[src/rtl/btb_predictor_if.sv]
// Fetch/execute side bundle for btb_predictor.
// master: pipeline (IF lookup, EX training); slave: the predictor itself.
interface btb_predictor_if #(
  parameter int ADDR_W = 32
);
  logic              lookup_pc_unused_guard;
  logic [ADDR_W-1:0] lookup_pc;
  logic              pred_taken;
  logic [ADDR_W-1:0] next_pc;

  logic              upd_valid;
  logic [ADDR_W-1:0] upd_pc;
  logic              upd_taken;
  logic [ADDR_W-1:0] upd_target;
  logic              upd_pred_taken;
  logic [ADDR_W-1:0] upd_pred_target;
  logic              inval;

  logic              flush;
  logic [ADDR_W-1:0] redirect_pc;

  logic [31:0]       stat_lookups;
  logic [31:0]       stat_mispredicts;

  modport master (
    output lookup_pc, upd_valid, upd_pc, upd_taken, upd_target,
           upd_pred_taken, upd_pred_target, inval,
    input  pred_taken, next_pc, flush, redirect_pc,
           stat_lookups, stat_mispredicts
  );

  modport slave (
    input  lookup_pc, upd_valid, upd_pc, upd_taken, upd_target,
           upd_pred_taken, upd_pred_target, inval,
    output pred_taken, next_pc, flush, redirect_pc,
           stat_lookups, stat_mispredicts
  );
endinterface

[src/rtl/btb_predictor.sv]
// Direct-mapped, tagged branch target buffer with saturating direction
// counters. Lookup is combinational off the registered table; training
// happens at the rising edge with a single write port. Misprediction
// flush/redirect are combinational on the EX-side update inputs.
//
// Optional build macro: BTB_STATS_EN adds saturating lookup/mispredict
// counters; without it both stat ports read 0 and no registers exist.
module btb_predictor #(
  parameter int ENTRIES = 16,
  parameter int ADDR_W  = 32,
  parameter int CNT_W   = 2
) (
  input logic               clk,
  input logic               rst_n,
  btb_predictor_if.slave    bus
);
  localparam int IDX_W = $clog2(ENTRIES);
  localparam int TAG_W = ADDR_W - IDX_W - 2;

  localparam logic [CNT_W-1:0] CNT_MAX = '1;
  localparam logic [CNT_W-1:0] CNT_WT  = CNT_W'(1 << (CNT_W - 1));
  localparam logic [CNT_W-1:0] CNT_WNT = CNT_WT - 1'b1;

  logic              valid_q  [ENTRIES];
  logic [TAG_W-1:0]  tag_q    [ENTRIES];
  logic [ADDR_W-1:0] target_q [ENTRIES];
  logic [CNT_W-1:0]  cnt_q    [ENTRIES];

  logic [IDX_W-1:0]  lk_idx;
  logic [TAG_W-1:0]  lk_tag;
  logic              lk_hit;
  logic              lk_taken;

  logic [IDX_W-1:0]  up_idx;
  logic [TAG_W-1:0]  up_tag;
  logic              up_hit;
  logic [CNT_W-1:0]  up_cnt;
  logic [CNT_W-1:0]  up_cnt_nxt;

  logic              flush;

  // pc[1:0] never participates in index or tag.
  logic unused_pc_lsbs;
  assign unused_pc_lsbs = ^{bus.lookup_pc[1:0], bus.upd_pc[1:0]};

  assign lk_idx   = bus.lookup_pc[IDX_W+1:2];
  assign lk_tag   = bus.lookup_pc[ADDR_W-1:IDX_W+2];
  assign lk_hit   = valid_q[lk_idx] && (tag_q[lk_idx] == lk_tag);
  assign lk_taken = lk_hit && cnt_q[lk_idx][CNT_W-1];

  assign bus.pred_taken = lk_taken;
  assign bus.next_pc    = lk_taken ? target_q[lk_idx]
                                   : bus.lookup_pc + ADDR_W'(4);

  assign up_idx = bus.upd_pc[IDX_W+1:2];
  assign up_tag = bus.upd_pc[ADDR_W-1:IDX_W+2];
  assign up_hit = valid_q[up_idx] && (tag_q[up_idx] == up_tag);
  assign up_cnt = cnt_q[up_idx];

  // Saturating step of the trained entry's direction counter.
  always_comb begin
    up_cnt_nxt = up_cnt;
    if (bus.upd_taken) begin
      if (up_cnt != CNT_MAX) up_cnt_nxt = up_cnt + 1'b1;
    end else begin
      if (up_cnt != '0) up_cnt_nxt = up_cnt - 1'b1;
    end
  end

  // Misprediction: wrong direction, or taken with a stale target.
  // Held low while in reset so a pending EX update cannot kill the pipe.
  assign flush = rst_n && bus.upd_valid &&
                 ((bus.upd_taken != bus.upd_pred_taken) ||
                  (bus.upd_taken && (bus.upd_target != bus.upd_pred_target)));

  assign bus.flush       = flush;
  assign bus.redirect_pc = bus.upd_taken ? bus.upd_target
                                         : bus.upd_pc + ADDR_W'(4);

  // Table write port; inval wins over a same-cycle update.
  always_ff @(posedge clk or negedge rst_n) begin
    if (!rst_n) begin
      for (int i = 0; i < ENTRIES; i++) begin
        valid_q[i]  <= 1'b0;
        tag_q[i]    <= '0;
        target_q[i] <= '0;
        cnt_q[i]    <= CNT_WNT;
      end
    end else if (bus.inval) begin
      for (int i = 0; i < ENTRIES; i++) begin
        valid_q[i] <= 1'b0;
      end
    end else if (bus.upd_valid) begin
      if (up_hit) begin
        cnt_q[up_idx] <= up_cnt_nxt;
        if (bus.upd_taken) target_q[up_idx] <= bus.upd_target;
      end else if (bus.upd_taken) begin
        valid_q[up_idx]  <= 1'b1;
        tag_q[up_idx]    <= up_tag;
        target_q[up_idx] <= bus.upd_target;
        cnt_q[up_idx]    <= CNT_WT;
      end
    end
  end

`ifdef BTB_STATS_EN
  logic [31:0] stat_lk_q;
  logic [31:0] stat_mp_q;

  // Saturating event counters, cleared only by reset.
  always_ff @(posedge clk or negedge rst_n) begin
    if (!rst_n) begin
      stat_lk_q <= '0;
      stat_mp_q <= '0;
    end else begin
      if (stat_lk_q != 32'hFFFF_FFFF) stat_lk_q <= stat_lk_q + 32'd1;
      if (flush && (stat_mp_q != 32'hFFFF_FFFF)) stat_mp_q <= stat_mp_q + 32'd1;
    end
  end

  assign bus.stat_lookups     = stat_lk_q;
  assign bus.stat_mispredicts = stat_mp_q;
`else
  assign bus.stat_lookups     = '0;
  assign bus.stat_mispredicts = '0;
`endif

endmodule

[src/flat_wrapper.sv]
// flat-port wrapper written by rule: the top's interface ports become plain ports
module btb_predictor_flat 
#(
  parameter int ENTRIES = 16,
  parameter int ADDR_W  = 32,
  parameter int CNT_W   = 2
)
  (clk, rst_n, bus_lookup_pc, bus_upd_valid, bus_upd_pc, bus_upd_taken, bus_upd_target, bus_upd_pred_taken, bus_upd_pred_target, bus_inval, bus_pred_taken, bus_next_pc, bus_flush, bus_redirect_pc, bus_stat_lookups, bus_stat_mispredicts);
  btb_predictor_if #(.ADDR_W(ADDR_W)) bus_i ();
  input logic clk;
  input logic rst_n;
  input wire logic [$bits(bus_i.lookup_pc)-1:0] bus_lookup_pc;
  input wire logic [$bits(bus_i.upd_valid)-1:0] bus_upd_valid;
  input wire logic [$bits(bus_i.upd_pc)-1:0] bus_upd_pc;
  input wire logic [$bits(bus_i.upd_taken)-1:0] bus_upd_taken;
  input wire logic [$bits(bus_i.upd_target)-1:0] bus_upd_target;
  input wire logic [$bits(bus_i.upd_pred_taken)-1:0] bus_upd_pred_taken;
  input wire logic [$bits(bus_i.upd_pred_target)-1:0] bus_upd_pred_target;
  input wire logic [$bits(bus_i.inval)-1:0] bus_inval;
  output wire logic [$bits(bus_i.pred_taken)-1:0] bus_pred_taken;
  output wire logic [$bits(bus_i.next_pc)-1:0] bus_next_pc;
  output wire logic [$bits(bus_i.flush)-1:0] bus_flush;
  output wire logic [$bits(bus_i.redirect_pc)-1:0] bus_redirect_pc;
  output wire logic [$bits(bus_i.stat_lookups)-1:0] bus_stat_lookups;
  output wire logic [$bits(bus_i.stat_mispredicts)-1:0] bus_stat_mispredicts;
  assign bus_i.lookup_pc = bus_lookup_pc;
  assign bus_i.upd_valid = bus_upd_valid;
  assign bus_i.upd_pc = bus_upd_pc;
  assign bus_i.upd_taken = bus_upd_taken;
  assign bus_i.upd_target = bus_upd_target;
  assign bus_i.upd_pred_taken = bus_upd_pred_taken;
  assign bus_i.upd_pred_target = bus_upd_pred_target;
  assign bus_i.inval = bus_inval;
  assign bus_pred_taken = bus_i.pred_taken;
  assign bus_next_pc = bus_i.next_pc;
  assign bus_flush = bus_i.flush;
  assign bus_redirect_pc = bus_i.redirect_pc;
  assign bus_stat_lookups = bus_i.stat_lookups;
  assign bus_stat_mispredicts = bus_i.stat_mispredicts;
  btb_predictor #(.ENTRIES(ENTRIES), .ADDR_W(ADDR_W), .CNT_W(CNT_W)) u_core (.clk(clk), .rst_n(rst_n), .bus(bus_i));
endmodule
[config.mk]
export PLATFORM = sky130hd
export DESIGN_NAME = btb_predictor_flat
export DESIGN_NICKNAME = d
export VERILOG_FILES = /design/src/rtl/btb_predictor_if.sv /design/src/rtl/btb_predictor.sv /design/src/flat_wrapper.sv
export SDC_FILE = /design/constraint.sdc
export NUM_CORES = 2
export LEC_CHECK = 0
export CAP_MARGIN = 20
export CORE_ASPECT_RATIO = 0.9
export CORE_MARGIN = 2
export CORE_UTILIZATION = 58
export DETAILED_ROUTE_END_ITERATION = 8
export GPL_ROUTABILITY_DRIVEN = 0
export PLACE_DENSITY = 0.77
export SLEW_MARGIN = 20
export SYNTH_ARGS = -nofsm -noshare
export SYNTH_HDL_FRONTEND = slang
export SYNTH_SLANG_ARGS = --single-unit
[constraint.sdc]
create_clock -name clk -period 6.1 [get_ports clk]
set_input_delay 1.22 -clock clk [delete_from_list [all_inputs] [get_ports clk]]
set_output_delay 1.22 -clock clk [all_outputs]
set_load 0.1 [all_outputs]
## Word-level counts from Yosys, hierarchy flattened

Index checks and enable logic that the tools add are counted.

- Add/subtract/negate cells: 4
- Order comparisons: 3
- Eq/ne operators: 6
- Muxes and demuxes: 43
- Bitwise gates (word level): 8
- Reductions and logical operators: 16

Operators by type and width:

| operator | number |
|---|---|
| bitwise mux 512 bit | 1 |
| bitwise mux 416 bit | 1 |
| 2-to-1 mux 32 bit | 7 |
| binary-select mux 26 bit (select 4 bit) | 2 |
| 2-to-1 mux 26 bit | 5 |
| binary-select mux 32 bit (select 4 bit) | 1 |
| demux 32 bit (select 4 bit) | 1 |
| demux 26 bit (select 4 bit) | 1 |
| adder 32 x 3 -> 32 bit (second input constant) | 2 |
| 2-to-1 mux 16 bit | 4 |
| equality test 26 bit | 2 |
| bitwise mux 32 bit | 1 |
| != test 32 bit | 1 |
| bitwise OR 16 bit | 2 |
| bitwise AND 16 bit | 1 |
| binary-select mux 2 bit (select 4 bit) | 2 |
| 2-to-1 mux 2 bit | 8 |
| NOT 16 bit | 1 |
| greater-or-equal comparator 5 bit (second input constant) | 2 |
| NOT 4 -> 5 bit | 2 |
| AND reduction 3 bit | 3 |
| binary-select mux 1 bit (select 4 bit) | 2 |
| demux 2 bit (select 4 bit) | 1 |
| nonzero test 2 bit | 4 |
| other kinds (11) | 23 |

- Flip-flop bits (word level): 976
- Bits of input ports: 134
- Output and inout port bits: 130

## Depth between registers and ports, before layout

- Word-level depth: 10
- Mapped depth: 17
- Mapped depth without buffers: 9

## Worst setup path after synthesis

Ideal clock, no wire load.

- Kind: input port to output port
- Start: in bus_lookup_pc[2]
- End: out bus_pred_taken
- Arrival time: 6,390 ps
- Required time: 4,880 ps
- Setup slack: -1,510 ps
- Cell stages on the path: 8
- Cells stage by stage: buf_2 -> buf_1 -> mux4_2 -> mux4_2 -> xor2_1 -> nor4_1 -> nand3_1 -> nor4_1

- Longest elaborated chain between the ends: 7

Ends and longest elaborated chain:

| what | line | text |
|---|---|---|
| start, declared | flat_wrapper.sv:12 | `input wire logic [$bits(bus_i.lookup_pc)-1:0] bus_lookup_pc;` |
| NOT 4 -> 5 bit (not written as such) * | btb_predictor.sv:48, btb_predictor.sv:49 |  |
| binary-select mux 26 bit (select 4 bit) | btb_predictor.sv:48 | `assign lk_hit = valid_q[lk_idx] && (tag_q[lk_idx] == lk_tag);` |
| 2-to-1 mux 26 bit (not written as such) (2 in a row) | btb_predictor.sv:48 |  |
| equality test 26 bit | btb_predictor.sv:48 |  |
| logical AND 1 bit | btb_predictor.sv:48 |  |
| logical AND 1 bit * | btb_predictor.sv:49 | `assign lk_taken = lk_hit && cnt_q[lk_idx][CNT_W-1];` |
| end, declared | flat_wrapper.sv:20 | `output wire logic [$bits(bus_i.pred_taken)-1:0] bus_pred_taken;` |

Mark *: on every way between the ends. The rest lies on a longest branch, timed or not. The select of a mux whose other input is x is not followed.

## Worst setup path after layout

- Start: in bus_upd_pc[5]
- End: out bus_redirect_pc[31]

- Longest elaborated chain between the ends: 2

Ends and longest elaborated chain:

| what | line | text |
|---|---|---|
| start, declared | flat_wrapper.sv:14 | `input wire logic [$bits(bus_i.upd_pc)-1:0] bus_upd_pc;` |
| adder 32 x 3 -> 32 bit | btb_predictor.sv:78 | `: bus.upd_pc + ADDR_W'(4);` |
| 2-to-1 mux 32 bit | btb_predictor.sv:77 | `assign bus.redirect_pc = bus.upd_taken ? bus.upd_target` |
| end, declared | flat_wrapper.sv:23 | `output wire logic [$bits(bus_i.redirect_pc)-1:0] bus_redirect_pc;` |

No other way between the ends.

==> results.cfg <==
[global_routing]
grt_pass1_vias = 35229
grt_max_degree = 179
grt.total_usage_pct = 35.4
antenna_found_initial = 6
grt_first_pass_wirelength_um = 237000
globalRouteOverflowTotal = 0

[placed_design]
port_buffers = 199
post-place-cells = 4710
dp_hpwl_um = 104000

[worst_hold_path]
holdCritPathClass = flip-flop to flip-flop
hp-start = u_core.cnt_q[26]

[clock_tree]
cts_hold_buffers = 0
clock_path_buffers = 3
cts_root_buf = clkbuf_16
cts.repair.resized = 0
htreeDepth = 3
tritoncts = built
cts.clk_slew.worst_paths_ps = 60
insertion_delay_ps = 680
cts_setup_buffers = 0
cts_made_buffers = 96
clock-sinks = 976

[final_layout]
syn2layout_area_growth_pct = 14.5
diodes = 0
nets = 3792
final_cell_mix = 969 x mux2_2, 960 x dfrtp_1, 377 x mux4_2
n_fill_cell = 5836
layout_commonest_cell = mux2_2
finalNonFillerCells = 4888
drive_gt1_share_pct = 48.6

[yosys]
ys_types = 72
ys_warn_count = 0
yosysTopAreaCellShare_pct = 46.7
ys.flop_type = dfrtp_1
synth_area_leaders = dfrtp_1 47%, mux2_2 21%, mux4_2 17%, mux2i_1 1.9%, clkbuf_1 1.5%
synth-seq-cells = 976
yosysSeqAreaShare_pct = 47.5
synth.largest_area_cell = dfrtp_1
synth_area_per_cell_sq_um = 14.6
synth_area_sq_um = 51400
synth_edf_count = 0
netlist_instances = 3533
ys_async_sr_fraction_pct = 100

[worst_setup_path]
cp.arrival_ps = 4830
crit_type = input port to primary output
startpoint = bus_upd_pc[5]
crit_path_end_kind = primary output
cp_max_fo = 6
r2r_slack_ps = 1890
start_kind = input port
r2r-start = u_core.tag_q[331]
cp_data_required_time_ps = 4880

[timing]
finalCritPeriodShare_pct = 99.2
hold_violations = 0
worst_hold_slack_ps = 477
rsz0062_at_grt = false
slew_viol_final = 0
skew_ps = 33.1
layout_min_cycle_time_ps = 6050
tightest_slew_ps = 1100
relSlewSlack_pct = 26.4
finalSetupViolCount = 0
max_clock_freq_ghz = 0.165

[power]
fin_total_pwr_uw = 17600
irDropWorstVdd_mv = 0.300
p_leak_uw = 0.0265
cellPowerDensity_nw_per_um2 = 299

[die]
die_h_um = 286
pin_count = 264
core_area_sq_um = 87800
die_w_um = 318
fp-row-count = 103
die-area_sq_um = 91000
start_util_pct = 58.6

[drt]
dr.pass1.iters = 6
routed-via-count = 34058
routed_wl_um = 160000
wl_per_cell_um = 32.8
initialDrtViolationCount = 4459
ant_nets = 0
avgViaCountPerCell = 6.97
drc = 0

[flow_run]
cap_violations = 0

[run_status]
status = complete, no violations
sequential cells by signal, summed over array words and instances, names as in the netlist:
| signal | cells |
|---|---|
| u_core.tag_q | 416 |
| u_core.valid_q | 16 |
| u_core.cnt_q | 32 |
| u_core.target_q | 512 |
final timing paths:
| path | endpoint | cells past startpoint |
|---|---|---|
| max | bus_redirect_pc[31] | 11 |
| min in group asynchronous | u_core.tag_q[229] | 1 |
| max reg2reg | u_core.tag_q[360] | 9 |
| min | u_core.cnt_q[26] | 2 |
| min reg2reg | u_core.cnt_q[26] | 2 |
| max in group asynchronous | u_core.cnt_q[19] | 3 |
synth_stat cells (all sizes together) (16+ instances only):
cell type,n
a21oi,29
a2bb2oi,17
buf,206
clkbuf,204
dfrtp,960
dfstp,16
inv,25
mux2,969
mux2i,96
mux4,377
nand2,113
nand3,42
nand4,26
nor2,53
nor3,38
o21ai,52
xnor2,81
xor2,56
cell type report:
type	instances	area (sq um)	share of cell area, %
inverters	27	101	0.172
well taps	1155	1450	2.46
flip-flops and latches	976	24400	41.5
multi-input cells	2183	25200	42.8
repair buffers	369	4320	7.35
clock inverters	33	424	0.721
clock buffers	145	2910	4.94
per-layer routing:
metal	part of all wire, %	vias up	GRT usage, %
li1	-	13339	-
met1	38	18054	48.0
met2	45	2136	52.3
met3	12	517	11.4
met4	5.3	12	16.9
met5	0.046	-	0
power breakdown:
group          switching [uW]  internal (uW)  leakage (uW)
sequential                572           7330        0.0129
clock                    2630           3600       0.00164
combinational            1780           1710        0.0119
total                    4980          12600        0.0265
metrics by stage:
step / setup slack [ps] / area [sq um] / util, % / setup TNS (ps)
floorplan: -338 / 51700 / - / -338
detailed placement: 67.1 / 55500 / 63.2 / 0
finish: 46.4 / 58800 / 67.1 / 0
global placement: -14.5 / 55500 / 63.2 / -360
CTS: 22.5 / 58800 / 67.0 / 0
global route: 15.8 / 58800 / 67.1 / 0
critical path: stages:
cell and delay [ps]:
clkdlybuf4s50_1 570, and2_1 360, nand4_1 140, or3_1 420, nor2_1 190, nand2_1 140
nor3_1 780, nand3_1 220, xor2_1 200, o21ai_2 350, buf_12 230
logic make-up (layout without fill, tap and decap cells):
family	after synthesis	after routing	share of synthesized area (%)
AND/OR/NAND/NOR	335	335	3.19
buffers and inverters	437	574	4.37
AO/OA/AOI/OAI	198	198	2.79
multiplexers	1442	1442	39.6
flip-flops	976	976	47.5
other	1	64	0.00729
XOR/XNOR	137	137	2.33
adder cells (fa/ha/maj)	7	7	0.161
No activity file was read; power rests on OpenSTA's default activity.
